`src/rtl/trng_pkg.sv`:
```
// trng_pkg: shared defaults and pair-state encoding for the TRNG post-processor
package trng_pkg;
   localparam int TRNG_WIDTH = 8;
   localparam int TRNG_REP_LIMIT = 32;
   typedef enum logic {VN_EMPTY, VN_HAVE_FIRST} vn_state_e;
endpackage

```
`src/rtl/trng_vn_debias.sv`:
```
// trng_vn_debias: von Neumann pair extractor, emits one debiased bit per 10/01 pair
module trng_vn_debias
   import trng_pkg::*;
(
   input  logic clk,
   input  logic rst,
   input  logic en,
   input  logic raw_bit,
   input  logic raw_valid,
   output logic vn_bit,
   output logic vn_valid
);
   vn_state_e state_q, state_d;
   logic first_q, first_d;
   logic accept;
   // The pulse is combinational so the packer updates on the same edge as the second sample
   always_comb begin
      accept = en && raw_valid;
      state_d = !en ? VN_EMPTY : accept ? (state_q == VN_EMPTY ? VN_HAVE_FIRST : VN_EMPTY) : state_q;
      first_d = (accept && state_q == VN_EMPTY) ? raw_bit : first_q;
      vn_valid = accept && state_q == VN_HAVE_FIRST && first_q != raw_bit;
      vn_bit = first_q;
   end
   always_ff @(posedge clk) begin
      if (rst) begin
         state_q <= VN_EMPTY;
         first_q <= 1'b0;
      end else begin
         state_q <= state_d;
         first_q <= first_d;
      end
   end
endmodule

```
`src/rtl/trng_postproc.sv`:
```
// trng_postproc: debias raw TRNG samples, pack them MSB-first into words and
// guard the source with a repetition-count health test
module trng_postproc
   import trng_pkg::*;
#(
   parameter int WIDTH = TRNG_WIDTH,
   parameter int REP_LIMIT = TRNG_REP_LIMIT
) (
   input  logic             clk,
   input  logic             rst,
   input  logic             en,
   input  logic             raw_bit,
   input  logic             raw_valid,
   output logic [WIDTH-1:0] out_data,
   output logic             out_valid,
   input  logic             out_ready,
   output logic             health_fail,
   output logic             overflow
);
   localparam int SW = WIDTH - 1;
   localparam int CW = $clog2(WIDTH);
   localparam int RW = $clog2(REP_LIMIT + 1);
   localparam logic [CW-1:0] CNT_MAX = CW'(WIDTH - 1);
   localparam logic [RW-1:0] REP_MAX = RW'(REP_LIMIT);
   logic [SW-1:0] shift_q, shift_d;
   logic [CW-1:0] cnt_q, cnt_d;
   logic [RW-1:0] rep_q, rep_d;
   logic [WIDTH-1:0] data_q, data_d;
   logic prev_q, prev_d, valid_q, valid_d, hf_q, hf_d, ov_q, ov_d;
   logic accept, bit_ok, full, free, vn_bit, vn_valid;
   trng_vn_debias u_vn (
      .clk       (clk),
      .rst       (rst),
      .en        (en),
      .raw_bit   (raw_bit),
      .raw_valid (raw_valid),
      .vn_bit    (vn_bit),
      .vn_valid  (vn_valid)
   );
   // A zero count marks "no previous sample", so the first sample starts a run of 1
   always_comb begin
      accept = en && raw_valid;
      rep_d = !accept ? rep_q : (rep_q != '0 && raw_bit == prev_q) ? (rep_q == REP_MAX ? rep_q : rep_q + 1'b1) : RW'(1);
      prev_d = accept ? raw_bit : prev_q;
      hf_d = hf_q || rep_d == REP_MAX;
      bit_ok = vn_valid && !hf_d;
      full = cnt_q == CNT_MAX;
      free = !valid_q || out_ready;
      shift_d = shift_q;
      cnt_d = cnt_q;
      data_d = data_q;
      valid_d = valid_q && !out_ready;
      ov_d = ov_q;
      if (bit_ok && !full) begin
         shift_d = SW'({shift_q, vn_bit});
         cnt_d = cnt_q + 1'b1;
      end else if (bit_ok && free) begin
         data_d = {shift_q, vn_bit};
         valid_d = 1'b1;
         cnt_d = '0;
      end else if (bit_ok) begin
         ov_d = 1'b1;
      end
   end
   always_ff @(posedge clk) begin
      if (rst) begin
         shift_q <= '0;
         cnt_q <= '0;
         rep_q <= '0;
         prev_q <= 1'b0;
         data_q <= '0;
         valid_q <= 1'b0;
         hf_q <= 1'b0;
         ov_q <= 1'b0;
      end else begin
         shift_q <= shift_d;
         cnt_q <= cnt_d;
         rep_q <= rep_d;
         prev_q <= prev_d;
         data_q <= data_d;
         valid_q <= valid_d;
         hf_q <= hf_d;
         ov_q <= ov_d;
      end
   end
   assign out_data = data_q;
   assign out_valid = valid_q;
   assign health_fail = hf_q;
   assign overflow = ov_q;
endmodule

```
`config.mk`:
```
export PLATFORM = sky130hd
export DESIGN_NAME = trng_postproc
export DESIGN_NICKNAME = d
export VERILOG_FILES = /design/src/rtl/trng_pkg.sv /design/src/rtl/trng_vn_debias.sv /design/src/rtl/trng_postproc.sv
export SDC_FILE = /design/constraint.sdc
export NUM_CORES = 1
export LEC_CHECK = 0
export BUFFER_PORTS_ARGS = -buffer_cell sky130_fd_sc_hd__buf_2
export CAP_MARGIN = 20
export CELL_PAD_IN_SITES_DETAIL_PLACEMENT = 1
export CELL_PAD_IN_SITES_GLOBAL_PLACEMENT = 1
export CORE_AREA = 5 5 71 73
export CTS_CLUSTER_SIZE = 16
export DETAILED_ROUTE_END_ITERATION = 12
export DIE_AREA = 0 0 76 78
export PLACE_DENSITY = 0.7
export SLEW_MARGIN = 15
export SYNTH_ARGS = -nofsm -noshare
export SYNTH_HDL_FRONTEND = slang
export SYNTH_SLANG_ARGS = --single-unit
```
`constraint.sdc`:
```
create_clock -name clk -period 2.5 [get_ports clk]
set_input_delay 0.25 -clock clk [delete_from_list [all_inputs] [get_ports clk]]
set_output_delay 0.25 -clock clk [all_outputs]
set_load 0.02 [all_outputs]
```
==> summary.txt, run 1 <==
Timing
  – # setup viols final: 0
  – Worst slew margin: 65.8%
  – Hold Fails Final Rpt: 0
  – Final Max Slew Viols: 0
  – Worst slew pin tran: 0.512 ns
  – FMAX: 439 MHz
  – Post-route clock period utilization: 91.1%
  – Worst hold slack: 0.288 ns
  – RSZ-0062 raised after global routing: false
  – Setup Skew: 0.00723 ns
  – Crit path time final: 2.28 ns

Finish
  – Finished Core Util: 40.8%
  – Fillcell total: 512
  – Register cell area after layout: 601 sq um
  – Layout Area Growth over Synthesis: 19.6%
  – Share of cells above drive strength 1: 20.8%
  – Nets: 188
  – Multi-input logic area: 821 sq um
  – ANT cells: 0

Min path
  – HP Class: primary input to flip-flop

Logic synthesis
  – Post-synthesis sequential area ratio: 41.0%
  – Yosys cell types: 40
  – Yosys warning count: 0
  – Post-synth top area cell: dfxtp_1
  – Asr flop ratio synth: 0%
  – Mean Syn Cell Area: 9.51 sq um
  – Top cells by count, synth: 30 x dfxtp_1, 20 x nand2b_1, 17 x mux2i_1, 13 x nor2_1, 9 x a21oi_1
  – Post-synth top flop: dfxtp_1
  – Post-synthesis sequential element count: 30
  – Net Count, Synth: 164
  – Synthesized instance count: 154
  – EDFF count, synth: 0
  – Synth area leaders: dfxtp_1 41%, mux2i_1 12%, nand2b_1 8.5%
  – Mapped cell area: 1460 sq um
  – Post-synth top area share: 41.0%
  – Top-count cell post-synth: dfxtp_1

Global route
  – Grt total ovfl: 0
  – First-pass GRT wire length: 5.80 mm
  – Largest net degree at the start of global routing: 34
  – Vias in the first global route: 1241
  – Antenna violations before repair: 0
  – Global-route usage over all layers: 11.9%

Die
  – # IOs: 17
  – Die Area: 5930 sq um
  – Die X: 76 um
  – Num rows: 24
  – Initial core utilization: 34.1%
  – Total core area: 4290 sq um
  – Die Ht: 78 um

Power
  – Leak: 0.000739 uW
  – VDD IR max: 0.227 mV
  – Pwr dens: 592 nW/um^2
  – Pwr Total: 1040 uW

Clocking
  – Root Driver: clkbuf_8
  – Clk Latency, worst-skew pair: 0.27 ns
  – CTS Buffer Depth: 2
  – CTS Sinks: 30
  – Hold_buf cts: 0
  – H-tree depth: 2
  – CTS clk-pin slew, worst paths: 0.06 ns
  – CTS tree: built
  – Total CTS buffers: 5

Run status
  – Status: complete, no violations

Worst setup path
  – Crit start category: flip-flop
  – Largest delay share family, worst path: simple AND/OR/NAND/NOR gates
  – Crit path DAT: 2.47 ns
  – Critical path class: flip-flop to flip-flop
  – Req. time, crit path: 2.69 ns
  – CP max-delay cell: or4_4
  – Crit. End Element: flip-flop
  – Crit-path max cell delay: 0.48 ns
  – Crit path buffers/inverters: 1
  – Worst Path Max Fanout: 7
  – CP cell instances: buf_4, ha_1, nor2b_1, o41a_1, or4_4, and3_1, a211oi_1
  – Register-to-register setup slack: 0.22 ns

Route
  – Post-route DRC violation count: 0
  – Detail Route Antenna Nets: 0
  – Via count: 1193
  – Initial DRT Pass Iterations: 4
  – WL/cell: 14.3 um
  – Initial drt markers: 80
  – Routed wire length: 3.29 mm
  – Vias per inst: 5.19

Placed design
  – Final Wtd Congestion: 0.804
  – Dpl hpwl: 2.44 mm
  – I/O Buffers: 16

Job
  – Max Cap Violations: 0
## area by class of cell
type / instances / share of cell area (%)
multi-input cells: 113 / 46.9
flip-flops and latches: 30 / 34.3
repair buffers: 23 / 7.58
clock buffers: 6 / 4.72
well taps: 52 / 3.72
clock inverters: 1 / 1.72
inverters: 5 / 1.07
## where the power goes
group	leakage [uW]	internal [uW]	switching [uW]
Sequential	0.000242	482	3.50
Combinational	0.000439	27.9	35.8
Clock	0.0000573	318	169
## worst paths after layout
check | start | to | depth (start not counted)
max | rep_q[1]$_SDFF_PP0_ | cnt_q[0]$_SDFFE_PP0P_ | 7
max reg2reg | rep_q[1]$_SDFF_PP0_ | cnt_q[0]$_SDFFE_PP0P_ | 7
min | en | u_vn.state_q$_SDFFE_PP0N_ | 2
min reg2reg | out_data[5]$_SDFFE_PP0P_ | out_data[5]$_SDFFE_PP0P_ | 2
## state kept, by name, indices dropped and copies added, names as in the netlist
name,count
out_data,8
shift_q,7
rep_q,6
cnt_q,3
health_fail,1
out_valid,1
overflow,1
prev_q,1
u_vn.state_q,1
u_vn.vn_bit,1
## metrics by stage
stage               std cells  area (sq um)  worst slack, ns  setup TNS (ns)
finish                    230          1750            0.223               0
global route              230          1750           0.0598               0
CTS                       229          1740            0.107               0
detailed placement        222          1620          -0.0149         -0.0238
global placement          222          1620            0.131               0
floorplan                 154          1460            0.159               0
## worst register-to-register path, stage by stage, from the launching register on
cell	delay (ns)
dfxtp_1	0.34
buf_4	0.15
ha_1	0.22
nor2b_1	0.16
o41a_1	0.43
or4_4	0.48
and3_1	0.21
a211oi_1	0.21
## cells by family (layout without fill, tap and decap cells)
logic type	Yosys count	after routing	synth area share [%]
simple gates	64	64	25.6
xor+xnor	4	4	2.91
compound gates	24	24	11.5
fa+ha+maj	4	4	3.42
flops	30	30	41.0
mux	17	17	11.6
buf+inv	11	35	3.93
## repair_timing
item                       in CTS  in global routing
gates resized for setup         2                  1
buffers inserted                0                  1
pin swaps                       0                  0
setup endpoints to repair       6                 10
## layout by cell type (no fill, tap or decap), types with 4 or more instances in the layout
cell type  instances
dfxtp_1           30
nand2b_1          20
mux2i_1           17
buf_2             16
nor2_1            13
a21oi_1            9
nand2_1            7
buf_4              7
clkbuf_8           6
inv_1              5
nand3_1            5
ha_1               4
## routing by layer
metal	share of wire [%]	routed length, um	GRT usage [%]
met1	45	1480	13.9
met2	51	1670	19.9
met3	3.0	99	3.24
met4	1.2	38	5.87
met5	0	0	0
(Power assumes the default switching activity.)
==> inputs of run 2 (changes only) <==
Settings changed: PLACE_DENSITY 0.7 to 0.68.
Clock period 2.5 ns to 2.35 ns, I/O delays scaled along.
==> run 2 against run 1 <==
Against the previous run: die area stayed put; global-route usage is 0.49 points higher; critical path type unchanged; core utilization is 1.0 points higher; routed wire length is 5.4% higher; first-iteration DRC count is 43% lower; cell count stayed put; critical path depth stayed put; via count is 1.8% higher; sequential power is 6.6% higher; sequential share of layout area is 0.44 points lower; clock power is 7.4% higher.
==> summary.txt, run 2 (same netlist as run 1, synthesis figures left out) <==
Run status
  – Status: complete, no violations

Finish
  – Finished Core Util: 41.8%
  – Commonest non-fill, non-tap cells in the layout: 28 x dfxtp_1, 20 x nand2b_1, 16 x mux2i_1, 16 x buf_2, 13 x nor2_1
  – Layout Area Growth over Synthesis: 22.6%
  – Max FFs per register: 8
  – ANT cells: 0
  – Share of cells above drive strength 1: 25.8%
  – Nets: 188
  – Most common cell after layout, fill and taps aside: dfxtp_1
  – Final Cell Area: 1800 sq um

Timing
  – # setup viols final: 0
  – Crit path time final: 2.30 ns
  – FMAX: 436 MHz
  – Hold Fails Final Rpt: 0
  – Worst hold slack: 0.260 ns
  – Worst slew pin tran: 0.522 ns
  – Worst slew margin: 65.2%
  – RSZ-0062 raised after global routing: true
  – Final Max Slew Viols: 0
  – Post-layout worst setup margin: 0.0547 ns
  – Setup Skew: 0.00338 ns
  – Post-route clock period utilization: 97.7%

Route
  – Post-route DRC violation count: 0
  – WL/cell: 15.1 um
  – Via count: 1214
  – Initial DRT Pass Iterations: 4
  – Routed wire length: 3.47 mm
  – Initial drt markers: 46
  – Vias per inst: 5.28
  – Detail Route Antenna Nets: 0

Die
  – Die Area: 5930 sq um
  – Die Ht: 78 um
  – Initial core utilization: 34.1%
  – Num rows: 24
  – Total core area: 4290 sq um
  – # IOs: 17
  – Die X: 76 um

Power
  – VDD IR max: 0.220 mV
  – Pwr dens: 619 nW/um^2
  – Leak: 0.000737 uW
  – Pwr Total: 1110 uW

Worst setup path
  – Crit path DAT: 2.46 ns
  – Worst Path Max Fanout: 7
  – Critical path class: flip-flop to flip-flop
  – Crit. End Element: flip-flop
  – Req. time, crit path: 2.51 ns
  – R2r worst-path depth: 7
  – Crit start category: flip-flop

Clocking
  – H-tree depth: 2
  – Clk Latency, worst-skew pair: 0.28 ns
  – Root Driver: clkbuf_8
  – CTS Sinks: 30
  – Post CTS Setup Buffer Count: 0
  – CTS clk-pin slew, worst paths: 0.06 ns
  – CTS Buffer Depth: 2
  – Hold_buf cts: 0
  – Total CTS buffers: 5
  – CTS tree: built

Placed design
  – Final Wtd Congestion: 0.819
  – Dpl cell area: 1620 sq um
  – Dpl hpwl: 2.56 mm
  – I/O Buffers: 16
  – DP Worst Slack: -0.0760 ns

Global route
  – Antenna violations before repair: 0
  – First-pass GRT wire length: 5.99 mm
  – Grt total ovfl: 0
  – Global-route usage over all layers: 12.4%
  – Largest net degree at the start of global routing: 34
  – Vias in the first global route: 1298

Min path
  – HP Class: primary input to flip-flop
  – Hold depth: 2

Job
  – Max Cap Violations: 0
-- run 2: cell counts in the layout (fill, tap and decap cells not counted) --
Identical to the previous run, type by type.
-- run 2: what timing repair did --
item | 4_1_cts | 5_1_grt
setup endpoints to repair | 17 | 14
pin swaps | 0 | 4
gates resized for setup | 2 | 15
-- run 2: cell type report --
class	count	area, sq um
fill	509	2500
multi-input combinational	113	853
sequential	30	608
timing repair buffer	23	133
clock buffer	6	82.6
tap	52	65.1
clock inverter	1	30.0
inverter	5	23.8
-- run 2: worst paths after layout --
check,endpoint,start,slack (ns)
min reg2reg,out_data[4]$_SDFFE_PP0P_,out_data[4]$_SDFFE_PP0P_,0.48
max,out_data[1]$_SDFFE_PP0P_,rep_q[1]$_SDFF_PP0_,0.05
min,u_vn.state_q$_SDFFE_PP0N_,en,0.26
max reg2reg,out_data[1]$_SDFFE_PP0P_,rep_q[1]$_SDFF_PP0_,0.05
-- run 2: stage by stage --
| step | setup TNS (ns) | std cells |
|---|---|---|
| final | 0 | 230 |
| after global routing | -0.0271 | 230 |
| after CTS | 0 | 230 |
| after detailed placement | -0.537 | 223 |
| after global placement | 0 | 223 |
| after floorplan | 0 | 154 |
-- run 2: power by group --
part	switching [uW]	internal, uW
logic	37.7	33.0
registers	5.27	512
clock network	185	339
-- run 2: routing by layer --
| layer | up-vias | global-route usage, % | share of wire, % |
|---|---|---|---|
| met3 | 6 | 4.40 | 3.6 |
| met5 | - | 0 | 0 |
| met1 | 593 | 13.2 | 43 |
| li1 | 596 | - | - |
| met4 | 0 | 6.05 | 1.6 |
| met2 | 19 | 21.6 | 52 |
-- run 2: worst max-delay path, stage by stage (launching register included) --
cell	delay, ns
dfxtp_4	0.36
buf_4	0.16
nand3_1	0.14
nor2_1	0.08
o41a_1	0.40
or4_4	0.61
and4_4	0.27
mux2i_2	0.16
